[src/rtl/spi_regfile_pkg.sv]
// Shared frame geometry and FSM state encoding for the SPI register-file responder.
package spi_regfile_pkg;

    localparam int CMD_BITS  = 16;
    localparam int DATA_BITS = 16;
    localparam int IDX_W     = 5;
    localparam int WR_BIT    = 31;

    typedef enum logic [2:0] {
        WAIT_IDLE,
        IDLE,
        CMD,
        DATA,
        DONE
    } state_e;

endpackage

[src/rtl/spi_edge_sync.sv]
// Multi-bit synchroniser with a history flop for edge detection on asynchronous inputs.
module spi_edge_sync #(
    parameter int WIDTH  = 3,
    parameter int STAGES = 2
) (
    input  logic             clk,
    input  logic             reset,
    input  logic [WIDTH-1:0] async_i,
    output logic [WIDTH-1:0] level_o,
    output logic [WIDTH-1:0] rise_o,
    output logic [WIDTH-1:0] fall_o
);

    logic [WIDTH-1:0] sync_q [STAGES];
    logic [WIDTH-1:0] hist_q;

    // Shift the raw inputs through the synchroniser chain and keep one extra history sample.
    always_ff @(posedge clk) begin
        if (reset) begin
            for (int i = 0; i < STAGES; i++) begin
                sync_q[i] <= '0;
            end
            hist_q <= '0;
        end else begin
            sync_q[0] <= async_i;
            for (int i = 1; i < STAGES; i++) begin
                sync_q[i] <= sync_q[i-1];
            end
            hist_q <= sync_q[STAGES-1];
        end
    end

    assign level_o = sync_q[STAGES-1];
    assign rise_o  = sync_q[STAGES-1] & ~hist_q;
    assign fall_o  = ~sync_q[STAGES-1] & hist_q;

endmodule

[src/rtl/spi_slave_regfile.sv]
// SPI mode-0 responder: 32-bit command frames write or read a bank of 16-bit registers.
module spi_slave_regfile
    import spi_regfile_pkg::*;
#(
    parameter logic [14:0] ADDR_BASE   = 15'h0000,
    parameter int          NUM_REGS    = 32,
    parameter int          SYNC_STAGES = 2
) (
    input  logic                     clk,
    input  logic                     reset,
    input  logic                     sclk,
    input  logic                     ss_n,
    input  logic                     mosi,
    output logic                     miso,
    output logic                     miso_oe,
    output logic [16*NUM_REGS-1:0]   regs_o,
    output logic                     wr_strb,
    output logic [IDX_W-1:0]         wr_addr,
    output logic [15:0]              wr_data
);

    logic [2:0] syncLevel, syncRise, syncFall;
    logic       sclkRise, sclkFall, ssHigh, ssFall, mosiBit;
    logic       unusedSync;

    spi_edge_sync #(
        .WIDTH  (3),
        .STAGES (SYNC_STAGES)
    ) u_sync (
        .clk     (clk),
        .reset   (reset),
        .async_i ({mosi, ss_n, sclk}),
        .level_o (syncLevel),
        .rise_o  (syncRise),
        .fall_o  (syncFall)
    );

    assign sclkRise = syncRise[0];
    assign sclkFall = syncFall[0];
    assign ssHigh   = syncLevel[1];
    assign ssFall   = syncFall[1];
    assign mosiBit  = syncLevel[2];

    state_e           state_q, state_d;
    logic [4:0]       bitCnt_q, bitCnt_d;
    logic [15:0]      shift_q, shift_d;
    logic [15:0]      rdShift_q, rdShift_d;
    logic             isWrite_q, isWrite_d;
    logic             hit_q, hit_d;
    logic [IDX_W-1:0] idx_q, idx_d;
    logic             miso_q, miso_d;
    logic             misoOe_q, misoOe_d;
    logic             commit_q, commit_d;
    logic [15:0]      commitData_q, commitData_d;

    logic [15:0]      regs_q [NUM_REGS];
    logic             wrStrb_q;
    logic [IDX_W-1:0] wrAddr_q;
    logic [15:0]      wrData_q;

    logic [15:0]      cmdWord;
    logic [IDX_W-1:0] cmdIdx;
    logic             cmdHit;

    assign cmdWord = {shift_q[14:0], mosiBit};
    assign cmdIdx  = cmdWord[IDX_W-1:0];
    assign cmdHit  = (cmdWord[14:5] == ADDR_BASE[14:5]);

    assign unusedSync = ^{syncLevel[0], syncRise[2:1], syncFall[2], shift_q[15]};

    // Frame FSM state and datapath registers.
    always_ff @(posedge clk) begin
        if (reset) begin
            state_q      <= WAIT_IDLE;
            bitCnt_q     <= '0;
            shift_q      <= '0;
            rdShift_q    <= '0;
            isWrite_q    <= 1'b0;
            hit_q        <= 1'b0;
            idx_q        <= '0;
            miso_q       <= 1'b0;
            misoOe_q     <= 1'b0;
            commit_q     <= 1'b0;
            commitData_q <= '0;
        end else begin
            state_q      <= state_d;
            bitCnt_q     <= bitCnt_d;
            shift_q      <= shift_d;
            rdShift_q    <= rdShift_d;
            isWrite_q    <= isWrite_d;
            hit_q        <= hit_d;
            idx_q        <= idx_d;
            miso_q       <= miso_d;
            misoOe_q     <= misoOe_d;
            commit_q     <= commit_d;
            commitData_q <= commitData_d;
        end
    end

    // Next-state logic: command capture, read shift-out, data capture and abort handling.
    always_comb begin
        state_d      = state_q;
        bitCnt_d     = bitCnt_q;
        shift_d      = shift_q;
        rdShift_d    = rdShift_q;
        isWrite_d    = isWrite_q;
        hit_d        = hit_q;
        idx_d        = idx_q;
        miso_d       = miso_q;
        misoOe_d     = misoOe_q;
        commit_d     = 1'b0;
        commitData_d = commitData_q;

        case (state_q)
            WAIT_IDLE: begin
                miso_d   = 1'b0;
                misoOe_d = 1'b0;
                if (ssHigh) begin
                    state_d = IDLE;
                end
            end
            IDLE: begin
                miso_d   = 1'b0;
                misoOe_d = 1'b0;
                if (ssFall) begin
                    state_d  = CMD;
                    bitCnt_d = '0;
                    shift_d  = '0;
                end
            end
            CMD: begin
                if (ssHigh) begin
                    state_d = IDLE;
                end else if (sclkRise) begin
                    shift_d  = cmdWord;
                    bitCnt_d = bitCnt_q + 5'd1;
                    if (bitCnt_q == 5'(CMD_BITS - 1)) begin
                        isWrite_d = cmdWord[WR_BIT-DATA_BITS];
                        hit_d     = cmdHit;
                        idx_d     = cmdIdx;
                        rdShift_d = (!cmdWord[WR_BIT-DATA_BITS] && cmdHit) ? regs_q[cmdIdx] : '0;
                        state_d   = DATA;
                    end
                end
            end
            DATA: begin
                if (ssHigh) begin
                    state_d  = IDLE;
                    miso_d   = 1'b0;
                    misoOe_d = 1'b0;
                end else if (sclkFall) begin
                    if (!isWrite_q && hit_q) begin
                        miso_d   = rdShift_q[15];
                        misoOe_d = 1'b1;
                    end
                    rdShift_d = {rdShift_q[14:0], 1'b0};
                end else if (sclkRise) begin
                    shift_d  = cmdWord;
                    bitCnt_d = bitCnt_q + 5'd1;
                    if (bitCnt_q == 5'(CMD_BITS + DATA_BITS - 1)) begin
                        state_d  = DONE;
                        miso_d   = 1'b0;
                        misoOe_d = 1'b0;
                        if (isWrite_q && hit_q) begin
                            commit_d     = 1'b1;
                            commitData_d = cmdWord;
                        end
                    end
                end
            end
            DONE: begin
                miso_d   = 1'b0;
                misoOe_d = 1'b0;
                if (ssHigh) begin
                    state_d = IDLE;
                end
            end
            default: begin
                state_d = WAIT_IDLE;
            end
        endcase
    end

    // Register bank and write-report outputs update together one cycle after a commit.
    always_ff @(posedge clk) begin
        if (reset) begin
            for (int i = 0; i < NUM_REGS; i++) begin
                regs_q[i] <= '0;
            end
            wrStrb_q <= 1'b0;
            wrAddr_q <= '0;
            wrData_q <= '0;
        end else begin
            wrStrb_q <= commit_q;
            if (commit_q) begin
                regs_q[idx_q] <= commitData_q;
                wrAddr_q      <= idx_q;
                wrData_q      <= commitData_q;
            end
        end
    end

    for (genvar g = 0; g < NUM_REGS; g++) begin : g_flat
        assign regs_o[16*g +: 16] = regs_q[g];
    end

    assign miso    = miso_q;
    assign miso_oe = misoOe_q;
    assign wr_strb = wrStrb_q;
    assign wr_addr = wrAddr_q;
    assign wr_data = wrData_q;

endmodule

[config.mk]
export PLATFORM = sky130hd
export DESIGN_NAME = spi_slave_regfile
export DESIGN_NICKNAME = d
export VERILOG_FILES = /design/src/rtl/spi_regfile_pkg.sv /design/src/rtl/spi_edge_sync.sv /design/src/rtl/spi_slave_regfile.sv
export SDC_FILE = /design/constraint.sdc
export NUM_CORES = 1
export LEC_CHECK = 0
export ABC_AREA = 1
export BUFFER_PORTS_ARGS = -buffer_cell sky130_fd_sc_hd__buf_2
export CAP_MARGIN = 5
export CORE_MARGIN = 1
export CORE_UTILIZATION = 35
export CTS_BUF_LIST = sky130_fd_sc_hd__clkbuf_8
export DETAILED_ROUTE_END_ITERATION = 6
export GPL_ROUTABILITY_DRIVEN = 0
export PLACE_DENSITY_LB_ADDON = 0.2
export SYNTH_ARGS = -nofsm -noshare
export SYNTH_HDL_FRONTEND = slang
export SYNTH_SLANG_ARGS = --single-unit
export TNS_END_PERCENT = 10
[constraint.sdc]
create_clock -name clk -period 3.67 [get_ports clk]
set_clock_uncertainty 0.15 [all_clocks]
set_input_delay 0.5505 -clock clk [delete_from_list [all_inputs] [get_ports clk]]
set_output_delay 0.5505 -clock clk [all_outputs]
set_load 0.01 [all_outputs]
==> flow_metrics.py <==
metrics = {
    "route": {
        "first_pass_iters": 6,
        "drt-wirelength-per-cell_um": 24.1,
        "drtAntennaViolNets": 0,
        "remaining_drc_errors": 0,
        "num_vias": 23700,
        "first_iter_violations": 2475,
        "vias_per_cell": 5.07,
        "wl_um": 113000,
    },
    "place": {
        "pre_cts_slack_ns": 0.378,
        "place_area_um2": 31200,
        "hpwlAfterDp_um": 76000,
        "io_buffers": 540,
    },
    "layout": {
        "layout-drive-gt1-share_pct": 22.0,
        "fin_area_um2": 33200,
        "finalNetCount": 3556,
        "syn_to_final_growth_pct": 19.5,
    },
    "global_routing": {
        "grt_pass1_wl_um": 159000,
        "antenna_found_initial": 3,
        "grt_pass1_vias": 22200,
        "grt_max_degree": 149,
        "gr-usage-all-layers_pct": 27.1,
        "globalRouteOverflowTotal": 0,
    },
    "clocking": {
        "cts_inserted_buffers": 105,
        "cts_tree": "built",
        "clk_pin_slew_worst_paths_ns": 0.06,
        "htree_num_levels": 3,
        "clock_sinks": 607,
        "clk_latency_ns": 0.73,
        "ctsRootBufferMaster": "clkbuf_8",
        "clockBufferDepth": 3,
    },
    "timing": {
        "fin_crit_sh_pct": 77.6,
        "maxSlewViolCount": 0,
        "fmax_mhz": 351,
        "hold_viol_final": 0,
        "setup_tns_ns": 0,
        "tightest_slew_ns": 1.22,
        "rsz0062_at_grt": "false",
        "setup_ws_ns": 0.822,
        "fin_crit_ns": 2.85,
        "whs_ns": 0.182,
        "setup-violations-final": 0,
        "max_slew_margin_pct": 18.5,
    },
    "critical_path": {
        "cp_max_fo": 17,
        "cp_slowest_cell": "nor3_4",
        "cp-start-kind": "flop",
        "path_class": "flop to flop",
        "slowest_delay_ns": 0.76,
        "cp_common_cell": "nand2_1",
        "worstPathCellList": "nand2_1 -> nor3_4 -> nand2_2 -> nand2_1",
        "crit_required_ns": 3.85,
        "worstSetupEndpointType": "flop",
        "crit_arrival_ns": 3.03,
    },
    "synth": {
        "syn_inst": 3069,
        "synth_area_leaders": "edfxtp_1 (55%), nand2_1 (12%), nor2_1 (7.9%)",
        "synth.most_common_cell": "nand2_1",
        "ys_ff_latch": 607,
        "synth_top_area_share_pct": 55.4,
        "synth_area_um2": 27800,
        "yosysWarnings": 0,
        "synth_edf_count": 512,
        "synth_largest_area_cell": "edfxtp_1",
        "synthDistinctLibCells": 32,
        "syn_area_per_cell_um2": 9.05,
        "synth_commonest_cells": "nand2_1 (867), nor2_1 (581), edfxtp_1 (512), nand3_1 (324), inv_1 (210)",
        "yosys_most_used_dff": "edfxtp_1",
        "syn-num-nets": 3079,
        "async_flop_share_pct": 0,
        "ys_seq_area_share_pct": 62.2,
    },
    "power": {
        "p_leak_nw": 13.8,
        "clkPwrFrac_pct": 33.4,
        "sw_frac_of_total_pct": 33.3,
        "p_int_mw": 12.0,
        "combPwrFrac_pct": 21.0,
        "power_density_nw_per_um2": 541,
        "switching_power_mw": 5.99,
        "seqPwrFrac_pct": 45.6,
        "peakVddDrop_mv": 0.331,
    },
    "die": {
        "coreArea_um2": 78000,
        "floorplan.initialDensity_pct": 35.6,
        "fp.dieH_um": 284,
        "num_rows": 102,
        "dieArea_um2": 80500,
        "ios": 541,
        "die_w_um": 284,
    },
    "status": {
        "status": "complete, no violations",
    },
    "worst_hold_path": {
        "min_path_type": "primary input to flop",
    },
    "flow_run": {
        "cap_viol_max_count": 0,
    },
}
## final timing paths
check | slack (ns) | depth (start not counted) | startpoint | end
max | 0.82 | 4 | commit_q$_SDFF_PP0_ | regs_q[29][5]$_SDFFCE_PN0P_
min | 0.18 | 2 | reset | u_sync.sync_q[0][0]$_SDFF_PP0_
max reg2reg | 0.82 | 4 | commit_q$_SDFF_PP0_ | regs_q[29][5]$_SDFFCE_PN0P_
min reg2reg | 0.26 | 2 | u_sync.sync_q[0][0]$_SDFF_PP0_ | u_sync.sync_q[0][3]$_SDFF_PP0_
## state kept, by name (all words and copies together) (netlist names), 5 cells and up
| signal | cells |
|---|---|
| bitCnt_q | 5 |
| commitData_q | 16 |
| idx_q | 5 |
| rdShift_q | 16 |
| regs_q | 512 |
| shift_q | 15 |
| u_sync.sync_q | 6 |
| wr_addr | 5 |
| wr_data | 16 |
## cell usage in the layout, fill, tap and decap left out, types with 3 or more instances in the layout
cell,instances
clkinvlp_4,4
ha_1,5
buf_2,540
o211ai_1,9
clkinv_2,18
clkbuf_8,105
diode_2,3
a21oi_1,70
bufinv_16,6
nor3_4,5
a211oi_1,28
inv_2,20
nor3_1,13
nand2_2,31
clkinv_1,27
dfxtp_1,92
buf_12,7
edfxtp_1,512
dlygate4sd3_1,3
inv_1,236
nand2_1,867
nand3_1,324
nor2_1,581
nor3_2,8
buf_4,39
o21ai_0,55
## cell families (layout without fill, tap and decap cells)
group / after synthesis / count (layout) / synth area share (%)
AOI/OAI and AO/OA: 167 / 167 / 3.39
xor gates and xnor gates: 2 / 2 / 0.0631
adders and majority gates: 5 / 5 / 0.225
buffers and inverters: 451 / 1009 / 6.89
DFF: 607 / 607 / 62.2
other: 0 / 3 / 0
and+or+nand+nor: 1837 / 1837 / 27.2
## cell type report
| type | instances | area, um^2 |
|---|---|---|
| diodes | 3 | 7.51 |
| fillers | 7849 | 44800 |
| flip-flops and latches | 607 | 17300 |
| repair buffers | 589 | 3170 |
| inverters | 232 | 882 |
| multi-input cells | 2011 | 8580 |
| clock inverters | 83 | 523 |
| clock buffers | 105 | 1450 |
| well taps | 1040 | 1300 |
## power groups by stage
stage               registers (mW)  logic (mW)  clock network (mW)
finish                        8.19        3.78                5.99
global route                  8.22        4.05                6.35
detailed placement            8.33        3.78                   0
CTS                           8.19        3.79                6.06
global placement              8.34        3.76                   0
floorplan                     8.33        2.11                   0
## what timing repair did
item                      CTS  global route
setup buffers               0             0
hold endpoints to repair    3             0
gates resized for setup     0             0
hold buffers                3             0
## routing by layer
layer	up-vias	track usage, %	wire length [um]
met2	1102	45.0	54100
met5	-	0	0
met4	0	7.95	3050
li1	10900	-	-
met3	154	4.86	8740
met1	11500	36.1	46700
## per-stage QoR
stage / total power, mW / instances / util [%]
after global placement: 12.1 / 4476 / 40.0
after detailed placement: 12.1 / 4476 / 40.0
after CTS: 18.0 / 4667 / 42.5
after global routing: 18.6 / 4670 / 42.6
after floorplan: 10.4 / 3069 / -
final: 18.0 / 4670 / 42.6
## critical path, delay by kind of cell (launching register included)
family,cells,cell delay (ns)
AND/OR/NAND/NOR,4,1.95
flip-flops,1,0.35
Note: power is estimated with default switching activity, not from simulation.
